===== src/rtl/uart_pkg.sv =====
// Shared UART definitions for the receiver, the IrDA demodulator and the future transmitter.
// Latency: n/a (types and constants only).
// Backpressure: n/a.
package uart_pkg;

  localparam int DATA_BITS            = 8;
  // 9600 baud at a 50 MHz system clock.
  localparam int DEFAULT_CLKS_PER_BIT = 5208;

  typedef enum logic [2:0] {
    IDLE       = 3'd0,
    START      = 3'd1,
    DATA       = 3'd2,
    STOP       = 3'd3,
    BREAK_WAIT = 3'd4
  } uart_state_t;

endpackage


===== src/rtl/uart_bit_timer.sv =====
// Bit-period timer: counts clocks within a serial bit and flags the half-bit and full-bit points.
// Latency: ticks are combinational decodes of the registered count.
// Backpressure: none; clear wins over enable, count wraps to 0 after the full-bit tick.
// Ports: clock, reset (sync, active-low), clear, enable -> half_tick, full_tick.
module uart_bit_timer
  import uart_pkg::*;
#(
  parameter int CLKS_PER_BIT = DEFAULT_CLKS_PER_BIT
) (
  input  logic clock,
  input  logic reset,
  input  logic clear,
  input  logic enable,
  output logic half_tick,
  output logic full_tick
);

  localparam int HALF_BIT = CLKS_PER_BIT / 2;
  localparam int TW       = $clog2(CLKS_PER_BIT);

  localparam logic [TW-1:0] HALF_LAST = TW'(HALF_BIT - 1);
  localparam logic [TW-1:0] FULL_LAST = TW'(CLKS_PER_BIT - 1);

  logic [TW-1:0] count;

  assign half_tick = (count == HALF_LAST);
  assign full_tick = (count == FULL_LAST);

  // Wrapping at the full-bit point lets consecutive data bits reuse the
  // same count without a state change in between.
  always_ff @(posedge clock) begin
    if (!reset) begin
      count <= '0;
    end else if (clear) begin
      count <= '0;
    end else if (enable) begin
      count <= full_tick ? '0 : count + TW'(1);
    end
  end

endmodule


===== src/rtl/uart_byte_receiver.sv =====
// 8N1 UART receiver: mid-bit sampling, false-start rejection, one-byte holding register with ready/ack.
// Latency: byte visible on the edge that takes the stop-bit sample (mid stop bit).
// Backpressure: none on the line; an unacked held byte causes newer bytes to be dropped and overrun set.
// Ports: clock, reset (sync, active-low), uart_rx_data, rx_ack -> rx_data, rx_ready, framing_error, overrun, rx_busy.
module uart_byte_receiver
  import uart_pkg::*;
#(
  parameter int CLKS_PER_BIT = DEFAULT_CLKS_PER_BIT
) (
  input  logic                 clock,
  input  logic                 reset,
  input  logic                 uart_rx_data,
  input  logic                 rx_ack,
  output logic [DATA_BITS-1:0] rx_data,
  output logic                 rx_ready,
  output logic                 framing_error,
  output logic                 overrun,
  output logic                 rx_busy
);

  localparam logic [2:0] LAST_IDX = 3'(DATA_BITS - 1);

  uart_state_t          state;
  uart_state_t          state_next;
  logic                 half_tick;
  logic                 full_tick;
  logic                 timer_clr;
  logic                 timer_en;
  logic                 shift_en;
  logic                 stop_sample;
  logic [2:0]           bit_idx;
  logic [DATA_BITS-1:0] shift_reg;

  uart_bit_timer #(
    .CLKS_PER_BIT(CLKS_PER_BIT)
  ) u_bit_timer (
    .clock    (clock),
    .reset    (reset),
    .clear    (timer_clr),
    .enable   (timer_en),
    .half_tick(half_tick),
    .full_tick(full_tick)
  );

  // State register.
  always_ff @(posedge clock) begin
    if (!reset) begin
      state <= IDLE;
    end else begin
      state <= state_next;
    end
  end

  // Next-state logic.
  always_comb begin
    state_next = state;
    case (state)
      IDLE: begin
        if (!uart_rx_data) state_next = START;
      end
      START: begin
        // Line back high at mid start bit means it was only a glitch.
        if (half_tick) state_next = uart_rx_data ? IDLE : DATA;
      end
      DATA: begin
        if (full_tick && (bit_idx == LAST_IDX)) state_next = STOP;
      end
      STOP: begin
        // Leaving at mid stop bit leaves half a bit to catch the next start edge.
        if (full_tick) state_next = uart_rx_data ? IDLE : BREAK_WAIT;
      end
      BREAK_WAIT: begin
        // A held-low break must not be mistaken for a fresh start bit.
        if (uart_rx_data) state_next = IDLE;
      end
      default: state_next = IDLE;
    endcase
  end

  // Output / control decode.
  always_comb begin
    rx_busy     = (state != IDLE);
    timer_en    = (state != IDLE);
    timer_clr   = (state_next != state);
    shift_en    = (state == DATA) && full_tick;
    stop_sample = (state == STOP) && full_tick;
  end

  // Shifter, bit index and holding register.
  always_ff @(posedge clock) begin
    if (!reset) begin
      bit_idx       <= '0;
      shift_reg     <= '0;
      rx_data       <= '0;
      rx_ready      <= 1'b0;
      framing_error <= 1'b0;
      overrun       <= 1'b0;
    end else begin
      framing_error <= 1'b0;

      if (state == START) begin
        bit_idx <= '0;
      end

      // LSB arrives first: shift right, new bit at the MSB.
      if (shift_en) begin
        shift_reg <= {uart_rx_data, shift_reg[DATA_BITS-1:1]};
        bit_idx   <= bit_idx + 3'd1;
      end

      if (rx_ready && rx_ack) begin
        rx_ready <= 1'b0;
        overrun  <= 1'b0;
      end

      // A byte completing in the same cycle as an ack replaces the old one
      // cleanly; the later assignment keeps rx_ready high.
      if (stop_sample) begin
        if (uart_rx_data) begin
          if (!rx_ready || rx_ack) begin
            rx_data  <= shift_reg;
            rx_ready <= 1'b1;
          end else begin
            overrun <= 1'b1;
          end
        end else begin
          framing_error <= 1'b1;
        end
      end
    end
  end

endmodule


===== config.mk =====
export PLATFORM = sky130hd
export DESIGN_NAME = uart_byte_receiver
export DESIGN_NICKNAME = d
export VERILOG_FILES = /design/src/rtl/uart_pkg.sv /design/src/rtl/uart_bit_timer.sv /design/src/rtl/uart_byte_receiver.sv
export SDC_FILE = /design/constraint.sdc
export NUM_CORES = 1
export LEC_CHECK = 0
export CAP_MARGIN = 20
export CORE_ASPECT_RATIO = 0.7
export CORE_MARGIN = 10
export CORE_UTILIZATION = 50
export DETAILED_ROUTE_END_ITERATION = 6
export PLACE_DENSITY = 0.84
export SYNTH_ARGS = -nofsm -noshare
export SYNTH_HDL_FRONTEND = slang
export SYNTH_SLANG_ARGS = --single-unit

===== constraint.sdc =====
create_clock -name clock -period 1.7 [get_ports clock]
set_clock_uncertainty 0.2 [all_clocks]
set_input_delay 0.255 -clock clock [delete_from_list [all_inputs] [get_ports clock]]
set_output_delay 0.255 -clock clock [all_outputs]
set_load 0.03 [all_outputs]

Yosys cells after proc, flatten, opt, wreduce, memory -nomap -nowiden
Cells that the tools add are included.
- register bits: 38
- bits of input ports: 4
- output and inout port bits: 12
- word-level logic and storage cells: 51
- add/sub/neg operators: 2
- equal/unequal tests: 8
- multiplexer cells: 20
- bitwise gates (word level): 1
- reductions and logical operators: 12
- operators with widths (kind ; number):
    3-bit two-way mux ; 8
    3-bit one-hot mux with 5 select lines ; 1
    13-bit by 1-bit adder with 13-bit output (second input constant) ; 1
    13-bit by 12-bit == test with 1-bit output (second input constant) ; 1
    13-bit == test (second input constant) ; 1
    13-bit two-way mux ; 1
    1-bit two-way mux ; 9
    3-bit by 2-bit == test with 1-bit output (second input constant) ; 2
    3-bit == test (second input constant) ; 2
    1-bit logical AND ; 4
    3-bit by 1-bit adder with 3-bit output (second input constant) ; 1
    3-bit by 1-bit == test with 1-bit output (second input constant) ; 1
    3-bit logical NOT ; 1
    3-bit inequality test ; 1
    3-bit AND reduction ; 1
    3-bit nonzero test ; 1
    2-bit two-way mux ; 1
    2-bit AND reduction ; 1
    2-bit nonzero test ; 1
    2-bit OR reduction ; 1
    1-bit logical NOT ; 1
    1-bit logical OR ; 1
    1-bit inverter ; 1

Depth between registers and ports, before layout
- depth after elaboration: 6
- gate-level depth with buffers: 7
- depth with buffers taken out: 6

Hierarchy
A second synthesis with hierarchy kept.
- cell total of the unflattened synthesis: 207
- area, all modules: 1755.4 um^2
- modules (own cells, without submodules) (module ; times used ; cells an instance ; area each (um^2) ; seq. area each (um^2)):
    uart_byte_receiver ; 1 ; 132 ; 1096.1 ; 500.5
    uart_bit_timer ; 1 ; 75 ; 659.4 ; 260.2

Least setup slack after synthesis
OpenSTA, ideal clock, no wires.
- path kind: register to register
- from: reg u_bit_timer.count[0]
- to: reg bit_idx[0]
- library setup time: 0.115 ns
- arrival: 1.592 ns
- data required time: 1.385 ns
- path slack: -0.207 ns
- cell stages (with the launch flop): 7
- path buffers: 0
- clock period less this slack: 1.907 ns
- cell sequence: dfxtp_1 > ha_1 > nand4bb_4 > or4_4 > nand3_1 > o21ai_1 > and2_1
- cells in the longest elaborated chain, start to end: 3
- elaborated cells on any way between the ends: 4
- classes of those cells: eq/ne (1); mux (1); reduce/logical (2)
- RTL lines (what ; RTL line ; source):
    start: declaration ; uart_bit_timer.sv:24 ; logic [TW-1:0] count;
    start signal: assignment ; uart_bit_timer.sv:37 ; count <= full_tick ? '0 : count + TW'(1);
    13-bit == test (*) ; uart_bit_timer.sv:27 ; assign full_tick = (count == FULL_LAST);
    1-bit logical AND (*) ; uart_byte_receiver.sv:85 ; shift_en = (state == DATA) && full_tick;
    3-bit two-way mux or 2-bit nonzero test (tied branches) ; n/a ;
    end signal: assignment ; uart_byte_receiver.sv:108 ; bit_idx <= bit_idx + 3'd1;
    end: declaration ; uart_byte_receiver.sv:31 ; logic [2:0] bit_idx;
Every way passes the cells marked *; elsewhere a longest branch is shown, timed or not.
A chain may end at the register's enable or synchronous reset.

Worst setup path in the final report
- from: reg u_bit_timer.count[1]
- to: reg u_bit_timer.count[7]
- cells in the longest elaborated chain, start to end: 6
- elaborated cells on any way between the ends: 11
- classes of those cells: add/sub (1); eq/ne (3); mux (5); reduce/logical (2)
- RTL lines (what ; RTL line ; source):
    13-bit == test ; uart_bit_timer.sv:27 ;
    1-bit logical AND ; uart_byte_receiver.sv:66 ; if (full_tick && (bit_idx == LAST_IDX)) state_next = STOP;
    3-bit two-way mux ; uart_byte_receiver.sv:66 ;
    3-bit one-hot mux with 5 select lines ; uart_byte_receiver.sv:57 ; case (state)
    3-bit inequality test ; uart_byte_receiver.sv:84 ; timer_clr = (state_next != state);
    2-bit OR reduction (no source line) ; n/a ;
Several ways; a longest one is shown, not always the timed one.

==> flow_metrics.py <==
metrics = {
    "status": {
        "status": "complete, but fails checks",
        "violations": "setup timing",
    },
    "setup_path": {
        "cpMaxStageDelayCell": "dfxtp_2",
        "max_stage_delay_ns": 0.36,
        "path_max_fanout": 12,
        "cp_data_required_time_ns": 1.68,
        "worst-path-buf-inv": 3,
        "setup.worst_path.class": "flip-flop to flip-flop",
        "arrival_ns": 1.94,
        "crit_chain": "ha_4 > nand4bb_4 > buf_4 > nor3_4 > buf_4 > a21oi_1 > nand4_1 > buf_12 > nor2_1",
        "endpoint_kind": "flip-flop",
        "crit_top_cell": "buf_4",
        "worst_setup_path_start_kind": "flip-flop",
        "crit_family": "simple AND/OR/NAND/NOR gates",
    },
    "global_route": {
        "grt_first_pass_wirelength_mm": 8.07,
        "gr-usage-all-layers_pct": 15.3,
        "grt_pass1_vias": 1636,
        "grt_overflow_total": 0,
        "antenna_found_initial": 0,
        "grt_max_degree": 20,
    },
    "synthesis": {
        "synthMuxAreaShare_pct": 1.15,
        "synth_top_family_by_area": "simple AND/OR/NAND/NOR gates",
        "netlist_instances": 195,
        "synth_adder_area_share_pct": 2.15,
        "synth.avg_cell_area_um2": 8.95,
        "netlist_area_mm2": 0.00175,
        "synth.distinct_cells": 40,
        "synth_nets": 202,
        "ys_seq_area_share_pct": 43.6,
        "ys_warn_count": 0,
        "synth_seq_cells": 38,
        "synth_xor_area_share_pct": 6.02,
        "synth-simple-area-share_pct": 32.5,
        "synth_compound_area_share_pct": 10.3,
    },
    "layout": {
        "nets": 258,
        "largest_register_ffs": 13,
        "syn2layout_area_growth_pct": 43.0,
        "regArea_um2": 772,
        "multi_input_area_mm2": 0.00105,
        "diodes": 0,
        "final_util_pct": 76.7,
        "layout.cells.non_filler": 299,
        "fillerInstances": 186,
        "drive_above_1_share_pct": 34.5,
    },
    "timing": {
        "slew_headroom_pct": 78.2,
        "worst_slack_ns": -0.266,
        "setup_viol": 39,
        "final-hold-violation-count": 0,
        "slew_violations": 0,
        "fmax_ghz": 0.509,
        "post-route-period-util_pct": 116,
        "period_minus_slack_ns": 1.97,
        "grt_setup_unrepaired": "true",
        "worstMarginPinSlew_ns": 0.322,
    },
    "cts": {
        "clk_latency_ns": 0.30,
        "cts.clk_slew.worst_paths_ns": 0.07,
        "clock-sinks": 38,
        "cts_root_buffer": "clkbuf_8",
        "cts_tree": "done",
        "cts_max_path_buffers": 2,
        "htree_num_levels": 2,
        "holdBufCountCts": 0,
        "cts_made_buffers": 5,
    },
    "job": {
        "drv_cap": 0,
    },
    "routing": {
        "dr.max_layer_used": "met4",
        "dr_wl_met2_mm": 2.67,
        "detail_route.first_pass.iterations": 5,
        "avgRoutedWirePerCell_um": 18.0,
        "wirelength_met1_mm": 2.16,
        "vias": 1764,
        "drc": 0,
        "drt_wl_total_mm": 5.38,
        "viasPerCell": 5.90,
        "antenna_left": 0,
        "drt_iter0_drc": 260,
        "wl_met3_um": 405,
    },
    "place": {
        "hpwl_mm": 3.13,
        "gp_congestion": 0.806,
        "dp.cells": 286,
        "io_buffers": 15,
    },
    "power_and_ir_drop": {
        "power_leakage_nw": 0.947,
        "max-vdd-ir-drop_mv": 0.589,
        "p_per_area_mw_per_mm2": 678,
    },
    "die": {
        "ios": 16,
        "die-area_mm2": 0.00629,
        "rows": 17,
        "die_y_um": 69.4,
        "coreArea_mm2": 0.00325,
        "initial_core_util_pct": 53.6,
        "dieWidth_um": 90.6,
    },
    "min_path": {
        "hold_path_class": "flip-flop to flip-flop",
    },
}
==> area by class of cell <==
type	instances	area share, %
Tap cell	47	2.36
Multi-Input combinational cell	144	42.0
Timing Repair Buffer	60	20.8
Inverter	2	0.301
Clock buffer	7	3.46
Clock inverter	1	0.201
Sequential cell	38	30.9
==> placed cells by master (no fill, tap or decap), types with 3 or more instances in the layout <==
master,Yosys,final
nand3_2,0,6
dlygate4sd2_1,0,11
xnor2_1,9,9
clkdlybuf4s50_1,0,3
buf_6,3,6
nand4bb_4,1,3
nand2_1,19,19
o21ai_1,19,18
nand2b_1,3,3
nand3_1,21,14
buf_4,0,38
clkbuf_8,0,6
dfxtp_1,38,31
dfxtp_2,0,6
xor2_1,3,3
nor2_1,22,22
nand4_1,7,7
==> where the power goes <==
part | internal, mW | total (mW) | switching (mW)
Clock | 0.327 | 0.656 | 0.329
Sequential | 0.893 | 0.899 | 0.00678
Combinational | 0.0679 | 0.138 | 0.0702
Total | 1.29 | 1.69 | 0.406
==> cell usage after synthesis (all sizes together) <==
| cell type | instances | area, um2 |
|---|---|---|
| nand2 | 19 | 71.3 |
| nand3 | 21 | 105 |
| nand2b | 3 | 18.8 |
| clkbuf | 2 | 7.51 |
| and2 | 2 | 12.5 |
| or3 | 1 | 6.26 |
| mux2i | 2 | 20.0 |
| a32oi | 1 | 8.76 |
| xnor2 | 9 | 78.8 |
| o21ai | 20 | 100 |
| o21a | 2 | 15.0 |
| a41oi | 1 | 8.76 |
| nor2 | 22 | 82.6 |
| nor4bb | 2 | 20.0 |
| ha | 3 | 37.5 |
| or4 | 2 | 18.8 |
| and4 | 2 | 17.5 |
| nand4bb | 3 | 60.1 |
| nor4 | 1 | 21.3 |
| or3b | 2 | 17.5 |
| a21boi | 1 | 7.51 |
| nand4 | 8 | 56.3 |
| o2111ai | 1 | 15.0 |
| o31ai | 2 | 15.0 |
| inv | 2 | 7.51 |
| xor2 | 3 | 26.3 |
| and3 | 2 | 12.5 |
| buf | 9 | 60.1 |
| nor3 | 4 | 25.0 |
| nor2b | 2 | 12.5 |
| a21oi | 2 | 10.0 |
| dfxtp | 38 | 761 |
| nor4b | 1 | 8.76 |
==> final timing paths <==
kind,startpoint,endpoint,slack (ns),depth (start not counted)
setup / recovery,u_bit_timer.count[1],u_bit_timer.count[7],-0.27,9
hold / removal,rx_data[6],rx_data[6],0.26,2
setup reg to reg,u_bit_timer.count[1],u_bit_timer.count[7],-0.27,9
hold reg to reg,rx_data[6],rx_data[6],0.26,2
==> metrics by stage <==
stage	hold WS (ns)	total power [mW]	instance area, um2	TNS (ns)	worst slack, ns
global route	0.290	1.73	2500	-8.89	-0.314
floorplan	0.188	0.978	1800	-1.92	-0.101
detailed placement	0.249	1.04	2260	-8.21	-0.463
finish	0.256	1.69	2500	-6.92	-0.266
global placement	0.244	1.03	2260	-6.76	-0.372
CTS	0.257	1.67	2400	-4.91	-0.182
==> tightest hold or removal path, stage by stage (launching register included) <==
cell and delay, ns:
dfxtp_1 0.32, nand3_2 0.05, o21ai_1 0.05
==> metal layers <==
metal	track usage (%)	up-vias
li1	-	805
met1	18.2	843
met2	25.9	93
met3	3.45	23
met4	6.27	0
met5	0	-
==> repair_timing <==
item | in CTS | in global routing
endpoints found under the setup margin | 48 | 39
pin swaps | 1 | 2
setup buffers | 1 | 4
gates resized for setup | 26 | 14
==> kinds of logic after synthesis <==
kind of cell | after synthesis
buffers and inverters | 13
flip-flops | 38
AND/OR/NAND/NOR | 97
adder cells (fa/ha/maj) | 3
multiplexers | 2
AO/OA/AOI/OAI | 30
XOR/XNOR | 12
No activity file was read; power rests on OpenSTA's default activity.
